### src/rtl/serial_add_pkg.sv
// Shared types and defaults for the bit-serial add engine.
package serial_add_pkg;

  localparam int DEFAULT_WIDTH = 32;

  typedef enum logic {
    ST_IDLE  = 1'b0,
    ST_SHIFT = 1'b1
  } state_t;

  function automatic int cnt_width(input int width);
    return (width > 1) ? $clog2(width) : 1;
  endfunction

endpackage

### src/rtl/serial_adder_ctrl_full_adder.sv
// Single-bit full adder cell driven by the serial add controller.
module Full_adder (
  input  logic i_a,
  input  logic i_b,
  input  logic i_cin,
  output logic o_sum,
  output logic o_cout
);

  assign o_sum  = i_a ^ i_b ^ i_cin;
  assign o_cout = (i_a & i_b) | (i_cin & (i_a ^ i_b));

endmodule

### src/rtl/serial_adder_ctrl.sv
// Bit-serial add engine: one full-adder cell, LSB first, WIDTH cycles per operation.
// Optional subtract mode is compiled in with `define SERIAL_ADD_SUB_EN.
module serial_adder_ctrl
  import serial_add_pkg::*;
#(
  parameter int WIDTH = DEFAULT_WIDTH
) (
  input  logic             clk,
  input  logic             rst_n,
  input  logic             start,
  input  logic [WIDTH-1:0] a_in,
  input  logic [WIDTH-1:0] b_in,
  input  logic             sub,
  output logic             busy,
  output logic             done,
  output logic [WIDTH-1:0] sum_out,
  output logic             cout_out
);

  localparam int               CNT_W    = cnt_width(WIDTH);
  localparam logic [CNT_W-1:0] LAST_CNT = CNT_W'(WIDTH - 1);

  state_t           r_state;
  logic [WIDTH-1:0] r_a_sr;
  logic [WIDTH-1:0] r_b_sr;
  logic [WIDTH-1:0] r_res_sr;
  logic [WIDTH-1:0] r_sum;
  logic [CNT_W-1:0] r_cnt;
  logic             r_carry;
  logic             r_busy;
  logic             r_done;
  logic             r_cout;

  logic             w_fa_b;
  logic             w_fa_sum;
  logic             w_fa_cout;
  logic             w_carry_init;

`ifdef SERIAL_ADD_SUB_EN
  logic r_sub;

  // Two's complement subtract: invert B per bit and inject the +1 through the carry.
  assign w_fa_b       = r_b_sr[0] ^ r_sub;
  assign w_carry_init = sub;

  always_ff @(posedge clk or negedge rst_n) begin
    if (!rst_n) begin
      r_sub <= 1'b0;
    end else if (r_state == ST_IDLE && start) begin
      r_sub <= sub;
    end
  end
`else
  logic w_unused_sub;

  assign w_unused_sub = sub;
  assign w_fa_b       = r_b_sr[0];
  assign w_carry_init = 1'b0;
`endif

  Full_adder u_fa (
    .i_a    (r_a_sr[0]),
    .i_b    (w_fa_b),
    .i_cin  (r_carry),
    .o_sum  (w_fa_sum),
    .o_cout (w_fa_cout)
  );

  always_ff @(posedge clk or negedge rst_n) begin
    if (!rst_n) begin
      r_state  <= ST_IDLE;
      r_a_sr   <= '0;
      r_b_sr   <= '0;
      r_res_sr <= '0;
      r_sum    <= '0;
      r_cnt    <= '0;
      r_carry  <= 1'b0;
      r_busy   <= 1'b0;
      r_done   <= 1'b0;
      r_cout   <= 1'b0;
    end else begin
      r_done <= 1'b0;
      case (r_state)
        ST_IDLE: begin
          if (start) begin
            r_a_sr  <= a_in;
            r_b_sr  <= b_in;
            r_carry <= w_carry_init;
            r_cnt   <= '0;
            r_busy  <= 1'b1;
            r_state <= ST_SHIFT;
          end
        end
        ST_SHIFT: begin
          r_a_sr   <= r_a_sr >> 1;
          r_b_sr   <= r_b_sr >> 1;
          r_res_sr <= {w_fa_sum, r_res_sr[WIDTH-1:1]};
          r_carry  <= w_fa_cout;
          r_cnt    <= r_cnt + CNT_W'(1);
          // Last bit: publish the fully assembled word in the same edge as the shift.
          if (r_cnt == LAST_CNT) begin
            r_sum   <= {w_fa_sum, r_res_sr[WIDTH-1:1]};
            r_cout  <= w_fa_cout;
            r_done  <= 1'b1;
            r_busy  <= 1'b0;
            r_state <= ST_IDLE;
          end
        end
        default: begin
          r_state <= ST_IDLE;
          r_busy  <= 1'b0;
        end
      endcase
    end
  end

  assign busy     = r_busy;
  assign done     = r_done;
  assign sum_out  = r_sum;
  assign cout_out = r_cout;

endmodule

### config.mk
export PLATFORM = sky130hd
export DESIGN_NAME = serial_adder_ctrl
export DESIGN_NICKNAME = d
export VERILOG_FILES = /design/src/rtl/serial_add_pkg.sv /design/src/rtl/serial_adder_ctrl_full_adder.sv /design/src/rtl/serial_adder_ctrl.sv
export SDC_FILE = /design/constraint.sdc
export NUM_CORES = 1
export LEC_CHECK = 0
export ABC_AREA = 1
export CORE_ASPECT_RATIO = 1.4
export CORE_MARGIN = 4
export CORE_UTILIZATION = 46
export DETAILED_ROUTE_END_ITERATION = 8
export GPL_TIMING_DRIVEN = 1
export PLACE_DENSITY_LB_ADDON = 0.12
export RECOVER_POWER = 50
export SETUP_SLACK_MARGIN = 0.05
export SYNTH_ARGS = -nofsm -noshare
export SYNTH_HDL_FRONTEND = slang
export SYNTH_SLANG_ARGS = --single-unit
### constraint.sdc
create_clock -name clk -period 2.75 [get_ports clk]
set_input_delay 0.55 -clock clk [delete_from_list [all_inputs] [get_ports clk]]
set_output_delay 0.55 -clock clk [all_outputs]
set_load 0.005 [all_outputs]
== Word-level counts from Yosys, hierarchy flattened ==
Index checks and enable logic that the tools add are counted.

* Memory bits (writable): 0
* Memory bits (read-only): 0
* Word-level logic and storage cells: 38
* Memories kept: 0
* Bits in latches: 0
* Bits in registers: 138
* Bits of input ports: 68

* Muxes and demuxes: 16
* Reductions and logical operators: 2
* Equal/unequal tests: 3
* Magnitude comparators: 0
* Divide/modulo/power cells: 0
* Shifts and indexed selects: 0
* Bitwise gates (word level): 6
* Add/subtract/negate cells: 1
* $mul: 0

{| class="wikitable"
|+ Operators by type and width
! kind !! count
|-
| 32-bit case mux with 2 select lines || 2
|-
| 32-bit two-way mux || 2
|-
| 5-bit case mux with 2 select lines || 1
|-
| 1-bit two-way mux || 7
|-
| 1-bit case mux with 2 select lines || 3
|-
| 5-bit by 1-bit adder with 5-bit output (second input constant) || 1
|-
| 5-bit == test (second input constant) || 1
|-
| 5-bit two-way mux || 1
|-
| 2-bit AND reduction || 2
|-
| 1-bit AND || 2
|-
| 2-bit by 1-bit != test with 1-bit output (second input constant) || 1
|-
| 2-bit != test (second input constant) || 1
|-
| 1-bit bitwise XOR || 2
|-
| 1-bit NOT || 1
|-
| 1-bit bitwise OR || 1
|}

== Logic depth before layout (Yosys ltp) ==
Gate-level depths: netlist of run 1.

* Depth after elaboration: 4
* Mapped depth: 9

== Cells and area by module ==
A second synthesis of run 1 with hierarchy kept.

* Cells, all modules: 625
* Area, all modules: 5600.4 um^2

{| class="wikitable"
|+ By module, submodules not included
! module !! times used !! cells an instance !! sequential area each (um^2) !! area an instance (um^2)
|-
| serial_adder_ctrl || 1 || 624 || 3428.3 || 5580.4
|-
| Full_adder || 1 || 1 || 0.0 || 20.0
|}

== Worst setup path before layout of run 1 ==
Ideal clock, no wire load.

* Kind: reg-to-reg
* From: reg r_cnt[0]
* To: reg r_sum[24] (netlist: sum_out[24])
* Arrival time: 1335 ps
* Stages on the path, launching flop included: 10
* Setup slack: 1285 ps
* Required time: 2620 ps
* Path through: dfrtp_1 ha_1 nand2_1 nor2_1 ha_1 nand2_2 buf_4 buf_2 nand2_1 o21ai_0

* Cells in the longest elaborated chain, start to end: 2

{| class="wikitable"
|+ RTL lines
! what !! line !! text
|-
| start, declared || serial_adder_ctrl.sv:28 || <nowiki>logic [CNT_W-1:0] r_cnt;</nowiki>
|-
| start signal, assigned || serial_adder_ctrl.sv:99 || <nowiki>r_cnt <= r_cnt + CNT_W'(1);</nowiki>
|-
| 5-bit == test || serial_adder_ctrl.sv:101 || <nowiki>if (r_cnt == LAST_CNT) begin</nowiki>
|-
| 2-bit AND reduction (no source line) || -- ||
|-
| end signal, assigned || serial_adder_ctrl.sv:102 || <nowiki>r_sum <= {w_fa_sum, r_res_sr[WIDTH-1:1]};</nowiki>
|-
| end, declared || serial_adder_ctrl.sv:27 || <nowiki>logic [WIDTH-1:0] r_sum;</nowiki>
|}

No other way between the ends.
A chain may end at the register's enable or synchronous reset.

== Worst setup path in the final report of run 1 ==
* From: reg r_state
* To: reg r_a_sr[22]

* Cells in the longest elaborated chain, start to end: 2
* Elaborated cells on any way between the ends: 3

{| class="wikitable"
|+ RTL lines
! what !! line !! text
|-
| start, declared || serial_adder_ctrl.sv:23 || <nowiki>state_t r_state;</nowiki>
|-
| start signal, assigned || serial_adder_ctrl.sv:71 || <nowiki>r_state <= ST_IDLE;</nowiki>
|-
| start signal, assigned || serial_adder_ctrl.sv:91 || <nowiki>r_state <= ST_SHIFT;</nowiki>
|-
| start signal, assigned || serial_adder_ctrl.sv:106 || <nowiki>r_state <= ST_IDLE;</nowiki>
|-
| 1-bit NOT || -- ||
|-
| 32-bit case mux with 2 select lines / 2-bit != test (equally long branches) || -- ||
|-
| end signal, assigned || serial_adder_ctrl.sv:86 || <nowiki>r_a_sr <= a_in;</nowiki>
|-
| end signal, assigned || serial_adder_ctrl.sv:95 || <nowiki>r_a_sr <= r_a_sr >> 1;</nowiki>
|-
| end, declared || serial_adder_ctrl.sv:24 || <nowiki>logic [WIDTH-1:0] r_a_sr;</nowiki>
|}

Several ways; a longest one is shown, not always the timed one.

==> summary.txt, run 1 <==
status: complete, but fails checks
failing checks: capacitance limit, slew limit
Period minus WS final: 2.090 ns
DP Wirelength: 7.013 mm
Critical Path End Type: flip-flop
grt ovf: 0
Final Cycle Share: 76.00%
syn avg cell area: 8.961 um^2
Final Max Tran Viols: 63
final hold vios: 0
routed wire length: 10.71 mm
first-pass GRT wire length: 19.05 mm
endpoint with the worst hold slack: sum_out[18]
setup bufs post-CTS: 0
post-route ant nets: 0
PostCTS Resize Cnt: 0
clk_lat worst skew: 0.41 ns
Hold Crit Depth: 2
IO Count: 103
r2r startpoint: r_state
reg2reg end: r_a_sr[22]
pre-CTS WS: 0.6865 ns
syn nets: 697
TritonCTS buffer count: 17
#FFs+latches synth: 137
Ys Warns: 0
# fillers: 1065
post-synthesis cell count: 625
Core ar.: 11880 um^2
H-Tree Depth: 4
FFs w/ async S/R, synth: 100.0%
FF-to-FF path depth: 4
Area growth syn-to-layout: 28.71%
Worst Path Arrival: 2.43 ns
CTS root buf: clkbuf_16
CP required: 3.09 ns
CTS Buffer Depth: 2
total number of vias: 4233
DR iter-0 viols: 186
WL/cell: 12.21 um
CP Launch Type: flip-flop
Cell Rows: 47
die width: 101.3 um
clock slew at reported path FFs: 0.06 ns
PortBufs: 101
final setup fails: 0
drc violations: 0
Most used DFF post-synth: dfrtp_1
die footprint: 14030 um^2
R2R setup slack: 0.66 ns
vias in the first global route: 4168
CTS tree: done
Synth top area share: 61.22%
peak fanout along the critical path: 38
VDD IR max: 442.6 uV
Yosys cell types: 18
top-count cell post-synth: nand2_1
fin nets: 789
Tightest Pin Transition: 1.561 ns
setup_tns: 0 ns
min-delay src: sum_out[18]
synthesized area: 5600 um^2
synth cell count leaders: nand2_1 (273), dfrtp_1 (137), nand3_1 (64), o21ai_0 (63), inv_1 (38)
layout cells sized above 1: 5.479%
global placer's final weighted congestion: 0.7566
WS Path Type: flip-flop to flip-flop
max_slew headroom: -4.060%
die height: 138.6 um
max_cap viols: 1
Hold Slack: 0.4787 ns
Inserted Diodes: 0
initial antenna violation count: 0
top post-synthesis cells by area: dfrtp_1 (61%), nand2_1 (18%), nand3_1 (5.7%)
Via density: 4.827
FF/Latch Area: 3432 um^2
sequential area share after synthesis: 61.22%
multi-input logic area: 1764 um^2
GR Util All Layers: 16.58%
fmax: 0.4785 GHz
clock sink count: 137
Setup WS post-layout: 0.6601 ns
LEAKAGE: 3.481 nW
Pwr Density: 951.9 nW/um^2
Final Skew: 0.009579 ns
largest net degree at the start of global routing: 96
RSZ-0062 raised after global routing: false
HP Class: flip-flop to flip-flop
Initial Utilization: 47.15%
hold bufs inserted after CTS: 0
Post-synth EDFFs: 0
dominant cell type by area after synthesis: dfrtp_1
drt first pass iters: 4
-- registers in the layout, summed over array words and instances (netlist names) --
name / flops
done: 1
r_state: 1
sum_out: 32
busy: 1
cout_out: 1
r_a_sr: 32
r_carry: 1
r_res_sr: 31
r_cnt: 5
r_b_sr: 32
-- critical path, cell delays in order (launching register included) --
cell	delay, ns
dfrtp_4	0.64
nor2_1	0.93
buf_12	0.28
nand2_1	0.07
nand3_1	0.09
-- power by group --
group          leakage [nW]  switching, W  internal (W)
registers              1.81      0.000403       0.00273
logic                  1.40      0.000713      0.000814
clock network         0.269      0.000860       0.00134
total                  3.48       0.00197       0.00489
-- per-layer routing --
metal  vias up  global-route usage [%]  wire, um
li1       2145                       -         -
met1      1983                   22.03      4848
met2        93                   26.03      5146
met3        12                   4.831       582
met4         0                   5.462       131
met5         -                       0         0
-- metrics by stage --
step / cells / area (um^2) / total power [W] / util, %
final: 877 / 7208 / 0.006861 / 60.68
after floorplan: 625 / 5600 / 0.003993 / -
after global placement: 845 / 6656 / 0.004667 / 56.04
after CTS: 877 / 7233 / 0.006980 / 60.89
after detailed placement: 845 / 6656 / 0.004732 / 56.04
after global routing: 877 / 7208 / 0.007405 / 60.68
-- cells by family after synthesis --
| kind of cell | Yosys count | synth area share (%) |
|---|---|---|
| AO/OA/AOI/OAI | 68 | 6.121 |
| adder cells (fa/ha/maj) | 4 | 1.028 |
| buffers and inverters | 74 | 7.060 |
| flip-flops | 137 | 61.22 |
| AND/OR/NAND/NOR | 342 | 24.58 |
-- area by class of cell --
class                   count  area share [%]
inverters                  39           2.066
well taps                 147           2.552
clock buffers              18           5.954
repair buffers            108           15.29
clock inverters            14           2.048
multi-input cells         414           24.47
flip-flops and latches    137           47.61
-- worst max path at each step --
stage,start,end,slack [ns],cells after the start
6_report,r_state,r_a_sr[22],0.66,4
5_1_grt,r_cnt[0],sum_out[26],0.36,7
3_3_place_gp,start,r_a_sr[20],0.71,5
4_1_cts,sum_out[27],sum_out[27],0.88,1
2_1_floorplan,r_cnt[0],sum_out[24],1.29,9
3_5_place_dp,start,r_a_sr[8],0.69,5
-- placed cells by master (no fill, tap or decap) --
cell / synthesis / layout
a21oi_1: 1 / 1
a22oi_1: 1 / 1
buf_12: 0 / 4
buf_4: 3 / 1
bufinv_16: 0 / 2
clkbuf_1: 4 / 2
clkbuf_16: 0 / 17
clkbuf_2: 0 / 2
clkdlybuf4s50_1: 0 / 100
clkinv_2: 0 / 3
clkinv_4: 0 / 1
clkinvlp_4: 0 / 5
dfrtp_1: 137 / 136
dfrtp_4: 0 / 1
fa_1: 1 / 1
ha_1: 3 / 3
inv_1: 38 / 38
inv_4: 1 / 1
inv_6: 0 / 3
nand2_1: 273 / 275
nand3_1: 64 / 64
nor2_1: 2 / 3
o21ai_0: 63 / 63
o21ai_1: 3 / 3
Power figures use the tool's default switching activity.
==> run 2: changes to the inputs <==
==> constraint.sdc (replaced) <==
create_clock -name clk -period 2 [get_ports clk]
set_input_delay 0.4 -clock clk [delete_from_list [all_inputs] [get_ports clk]]
set_output_delay 0.4 -clock clk [all_outputs]
set_load 0.005 [all_outputs]
==> run 2 against run 1 <==
  * The run now ends clean
  * Critical endpoint is now busy
  * Non-clock buffer count rose by 5
  * Clock power rose by 57%
  * Final area rose by 1.9%
  * Sequential share of layout area fell by 0.96 points
  * Routed wire length rose by 2.3%
  * First-iteration DRC count fell by 7.5%
  * Die area did not move
==> summary.txt, run 2 (synthesis results as in run 1) <==
max_cap viols: 0
Core ar.: 11880 um^2
final hold vios: 0
total number of vias: 4288
grt ovf: 0
clock sink count: 137
LEAKAGE: 3.559 nW
most frequent cells in the layout: nand2_1 (273), dfrtp_1 (137), clkdlybuf4s50_1 (100)
VDD IR max: 644.5 uV
largest net degree at the start of global routing: 67
TritonCTS buffer count: 17
Via density: 4.862
first-pass GRT wire length: 19.20 mm
IO Count: 103
Tightest Pin Transition: 0.6211 ns
status: completed
final setup fails: 0
Period minus WS final: 1.681 ns
routed wire length: 10.95 mm
fin nets: 794
crit-path cells: clkdlybuf4s50_1
Routed met3 length: 622 um
fmax: 0.5949 GHz
Cell Rows: 47
CP required: 1.60 ns
initial antenna violation count: 0
Area growth syn-to-layout: 31.21%
DR iter-0 viols: 172
CTS root buf: clkbuf_16
Initial Utilization: 47.15%
most common cell after layout, fill and taps aside: nand2_1
global placer's final weighted congestion: 0.7410
top layer in use: met4
die width: 101.3 um
PortBufs: 101
drt first pass iters: 5
clk_lat worst skew: 0.41 ns
WL met2: 5.313 mm
Worst Path Buf+Inv: 1
WL/cell: 12.42 um
CTS tree: done
CP Launch Type: flip-flop
Final Cycle Share: 84.05%
WS Path Type: flip-flop to output pin
setup bufs post-CTS: 0
post-route cell area: 7348 um^2
H-Tree Depth: 4
HP Class: input pin to asynchronous set/reset pin
Inserted Diodes: 0
setup_tns: 0 ns
Worst Path Arrival: 1.28 ns
CTS Buffer Depth: 2
Final Skew: 0.005795 ns
CP delay by family, top: buffers and inverters
GR Util All Layers: 16.88%
Metal-1 WL: 4.859 mm
drc violations: 0
RSZ-0062 raised after global routing: false
clock slew at reported path FFs: 0.06 ns
DP Wirelength: 7.275 mm
max_slew headroom: 58.59%
critical path's slowest cell: clkdlybuf4s50_1
peak fanout along the critical path: 2
Pwr Density: 1347 nW/um^2
die footprint: 14030 um^2
dpl cell area: 6699 um^2
die height: 138.6 um
vias in the first global route: 4180
layout cells sized above 1: 6.395%
CP max stage delay: 0.53 ns
post-route ant nets: 0
Final Max Tran Viols: 0
Critical Path End Type: output pin
==> run 2: worst paths after layout <==
kind	from	endpoint	slack, ns	depth (start not counted)
hold reg to reg	r_res_sr[3]	r_res_sr[2]	0.48	2
max in group asynchronous	rst_n	r_cnt[3]	0.56	3
hold / removal	rst_n	sum_out[8]	0.46	2
min in group clk	r_res_sr[3]	r_res_sr[2]	0.48	2
setup / recovery	busy	busy	0.32	1
setup reg to reg	r_cnt[0]	sum_out[31]	0.40	9
==> run 2: timing repair <==
item / 4_1_cts / 5_1_grt
hold buffers: 1 / 0
resized for setup: 0 / 0
setup endpoints to repair: 0 / 0
endpoints found under the hold margin: 41 / 0
==> run 2: cell type report <==
type / count / area [um^2]
fill: 1058 / 4531
sequential: 137 / 3428
multi-input combinational: 414 / 1777
timing repair buffer: 113 / 1147
clock buffer: 21 / 470.5
clock inverter: 11 / 192.7
tap: 147 / 183.9
inverter: 39 / 148.9
==> run 2: where the power goes <==
group | internal [W] | switching, W | leakage, nW
sequential | 0.00376 | 0.000528 | 1.81
combinational | 0.00113 | 0.00103 | 1.43
clock | 0.00231 | 0.00114 | 0.319
==> run 2: metrics by stage <==
step           total power (W)  hold slack [ns]  utilization, %  std cells  worst slack [ns]
4_1_cts                0.01004           0.4761           62.06        882            0.2877
3_3_place_gp          0.006434           0.3441           56.39        849            0.2985
5_1_grt                0.01062           0.5001           61.86        882            0.2603
2_1_floorplan         0.005490           0.1044               -        625            0.5351
6_report              0.009902           0.4648           61.86        882            0.3189
3_5_place_dp          0.006537           0.3495           56.39        849            0.2883
==> run 2: per-layer routing <==
metal  vias to the layer above  global-route usage, %
li1                       2166                      -
met1                      2007                  21.88
met2                       100                  27.03
met3                        15                  4.731
met4                         0                  5.882
met5                         -                      0
==> run 3: changes to the inputs <==
==> constraint.sdc (replaced) <==
create_clock -name clk -period 1.5 [get_ports clk]
set_input_delay 0.3 -clock clk [delete_from_list [all_inputs] [get_ports clk]]
set_output_delay 0.3 -clock clk [all_outputs]
set_load 0.005 [all_outputs]
==> run 3 against run 2 <==
  * Sequential power up 34%
  * Final area up 4.4%
  * Combinational power up 44%
  * Clock skew up 0.0023 ns
  * Critical path depth up 7
  * Worst hold slack worse by 0.11 ns
  * Cell count up 2.2%
  * Sequential share of layout area down 1.9 points
  * Power up 36%
  * Register-to-register slack worse by 0.37 ns
  * Worst setup slack worse by 0.29 ns
  * Highest routed layer unchanged
==> summary.txt, run 3 (synthesis results as in run 1) <==
# fillers: 1015
Period minus WS final: 1.474 ns
DP Wirelength: 7.386 mm
routed wire length: 11.58 mm
die footprint: 14030 um^2
final setup fails: 0
clk_lat worst skew: 0.41 ns
multi-input logic area: 1922 um^2
CP required: 1.79 ns
LEAKAGE: 3.838 nW
max_cap viols: 0
Tightest Pin Transition: 0.6652 ns
most common cell after layout, fill and taps aside: nand2_1
vias in the first global route: 4287
Pwr Density: 1754 nW/um^2
IO Count: 103
HP Class: input pin to asynchronous set/reset pin
clock slew at reported path FFs: 0.06 ns
post-route ant nets: 0
setup_tns: 0 ns
max_slew headroom: 55.66%
drc violations: 0
Critical Path End Type: flip-flop
PortBufs: 101
drt first pass iters: 5
WL/cell: 12.86 um
DR iter-0 viols: 220
Initial Utilization: 47.15%
CTS root buf: clkbuf_16
Hold Slack: 0.3541 ns
largest net degree at the start of global routing: 64
Worst Path Arrival: 1.76 ns
die height: 138.6 um
CP Launch Type: flip-flop
H-Tree Depth: 4
Cell Rows: 47
fin nets: 814
initial antenna violation count: 0
die width: 101.3 um
Final Skew: 0.008125 ns
WS Path Type: flip-flop to flip-flop
RSZ-0062 raised after global routing: true
routing usage on met3: 4.026%
post-route cell area: 7671 um^2
final hold vios: 0
total number of vias: 4402
global placer's final weighted congestion: 0.7547
dpl cell area: 6804 um^2
Final Max Tran Viols: 0
most frequent cells in the layout: nand2_1 (248), dfrtp_1 (136), clkdlybuf4s50_1 (65)
Area growth syn-to-layout: 36.98%
Inserted Diodes: 0
met1 Resource Use GR: 22.16%
CTS tree: done
layout cells sized above 1: 13.40%
VDD IR max: 782.5 uV
GR Util All Layers: 17.04%
GR Util met2: 27.97%
peak fanout along the critical path: 17
FF/Latch Area: 3432 um^2
R2R setup slack: 0.03 ns
grt ovf: 0
status: completed
busiest grt layer: met2
first-pass GRT wire length: 19.44 mm
Core ar.: 11880 um^2
Via density: 4.886
TritonCTS buffer count: 17
Final Cycle Share: 98.26%
CTS Buffer Depth: 2
clock sink count: 137
fmax: 0.6785 GHz
## run 3: power by group
part	total, W	internal (W)	switching [W]
registers	0.00576	0.00501	0.000750
clock network	0.00459	0.00308	0.00151
logic	0.00310	0.00155	0.00155
total	0.0135	0.00964	0.00381
## run 3: metal layers
layer	vias up	share of wire, %	wire length, um
met5	-	0	0
met4	0	1.1	128
met3	11	4.4	505
met2	89	51	5937
met1	2107	43	5012
li1	2195	-	-
## run 3: area by class of cell
class	count	area share (%)
Clock buffer	20	6.084
Clock inverter	11	2.512
Multi-Input combinational cell	414	25.05
Inverter	39	1.941
Sequential cell	137	44.74
Tap cell	147	2.398
Timing Repair Buffer	133	17.27
## run 3: what timing repair did
action                                  4_1_cts  5_1_grt
endpoints found under the hold margin        34        0
pin swaps                                     2        0
hold buffers                                  1        0
endpoints found under the setup margin       68       34
cloned                                        1        2
setup buffers                                 8        1
gates resized for setup                      38       65
## run 3: final timing paths
check,from,endpoint,depth (start not counted)
max,r_cnt[0],sum_out[15],8
min,rst_n,r_res_sr[10],2
max reg2reg,r_cnt[0],sum_out[15],8
min reg2reg,r_res_sr[26],r_res_sr[25],2
max in group asynchronous,rst_n,r_b_sr[16],3
min in group clk,a_in[31],r_a_sr[31],3
## run 3: worst max-delay path, stage by stage (launching register included)
cell       delay [ns]
dfrtp_1          0.38
ha_2             0.20
nand2_2          0.07
nor2_4           0.12
ha_4             0.17
nand2_8          0.09
clkbuf_16        0.20
nand2_2          0.06
o21ai_1          0.05
## run 3: through the flow
step | worst slack, ns | util (%) | std cells | power [W]
after floorplan | 0.06649 | - | 625 | 0.007340
after global placement | 0.01186 | 57.28 | 857 | 0.008656
after detailed placement | -0.02369 | 57.28 | 857 | 0.008784
after CTS | 0.02369 | 63.32 | 898 | 0.01331
after global routing | -0.03532 | 64.58 | 901 | 0.01436
final | 0.02614 | 64.58 | 901 | 0.01345
==> variant (config.mk and constraints of run 2) <==
Build with the macro `SERIAL_ADD_SUB_EN` defined.
--- a/src/rtl/serial_adder_ctrl.sv
+++ b/src/rtl/serial_adder_ctrl.sv
@@ -1,5 +1,7 @@
 // Bit-serial add engine: one full-adder cell, LSB first, WIDTH cycles per operation.
 // Optional subtract mode is compiled in with `define SERIAL_ADD_SUB_EN.
+`define SERIAL_ADD_SUB_EN
+
 module serial_adder_ctrl
   import serial_add_pkg::*;
 #(
Function: same outputs for any inputs over 10 cycles, from zero or initial values and one cycle with rst_n low; that may be too few to reach the edited logic, so the function may still have changed.
==> variant against run 2 <==
  * Worst setup slack got worse by 0.0033 ns
  * Die area barely moved
  * Core utilization fell by 0.28 points
  * Maximum frequency fell by 0.19%
  * Clock skew rose by 0.0035 ns
  * Power fell by 3.0%
  * Synthesized area barely moved
  * Design area fell by 0.46%
  * Sequential cell count rose by 1
  * Routed wire length rose by 4.3%
  * Critical path type unchanged
==> variant: results (changes against run 2) <==
sta:
  slew-limit-headroom_pct: 47.4  # was 58.6%
  timing.clock.skew_ns: 0.00931  # was 0.00580 ns
place:
  number_of_placed_cells_counting_well_taps: 855  # was 849
  pre_cts_slack_ns: 0.355  # was 0.288 ns
  hpwl_mm: 7.55  # was 7.28 mm
  buffers_added_on_ports: 102  # was 101
  dpl_cell_area_um2: 6760  # was 6700 µm²
outcome:
  run_status: "finished, final reports clean"  # unchanged
global_routing:
  maximum_number_of_pins_on_one_net_before_global_route_repair: 75  # was 67
  track_usage_pct: 17.3  # was 16.9%
power:
  pg_clk_mw: 3.00  # was 3.46 mW
  cell_int_power_mw: 6.82  # was 7.20 mW
  comb_power_mw: 2.22  # was 2.16 mW
  p_leak_nw: 3.56  # about the same
  worst_ir_drop_vdd_mv: 0.663  # was 0.645 mV
yosys:
  synth_seq_area_share_pct: 61.6  # was 61.2%
  ys_ff_latch: 138  # was 137
  postSynthNetCount: 703  # was 697
  yosys.cell_types.count: 19  # was 18
  synthTopCellsByCount: "277 x nand2_1, 138 x dfrtp_1, 65 x nand3_1, 65 x o21ai_0, 37 x inv_1"  # was 273 x nand2_1, 137 x dfrtp_1, 64 x nand3_1
  syn_area_um2: 5600  # about the same
  mean_syn_cell_area_um2: 8.88  # was 8.96 µm²
  yosys-top-cells-area: "dfrtp_1 62%, nand2_1 19%, nand3_1 5.8%"  # was dfrtp_1 61%, nand2_1 18%, nand3_1 5.7%
cells_and_area:
  buffer_area_share_pct: 15.8  # was 15.6%
  fillCellCount: 1037  # was 1058
  share_of_cell_area_taken_by_multi_input_logic_gates_pct: 24.6  # was 24.2%
drt:
  drtIter0Drc: 252  # was 172
  avgViaCountPerCell: 4.90  # was 4.86
setup_path:
  r2r.worst_path.cells: 2  # was 9
## variant: per-layer routing
layer / global-route usage (%) / vias to the layer above / wire length [µm]
met4: 6.30 / 0 / 123
met1: 22.2 / 2066 / 4990
met3: 4.58 / 11 / 576
met5: 0 / - / 0
li1: - / 2174 / -
met2: 28.1 / 91 / 5730
## variant: path summary, 6_finish.rpt
check / from / end / slack, ns
setup reg to reg: r_state$_DFF_PN0_ / r_res_sr[18]$_DFFE_PN0P_ / 0.36
setup / recovery: busy$_DFFE_PN0P_ / busy / 0.32
max in group asynchronous: rst_n / r_cnt[1]$_DFFE_PN0P_ / 0.43
hold reg to reg: r_res_sr[23]$_DFFE_PN0P_ / r_res_sr[22]$_DFFE_PN0P_ / 0.48
hold / removal: rst_n / r_res_sr[9]$_DFFE_PN0P_ / 0.48
min in group clk: r_res_sr[23]$_DFFE_PN0P_ / r_res_sr[22]$_DFFE_PN0P_ / 0.48
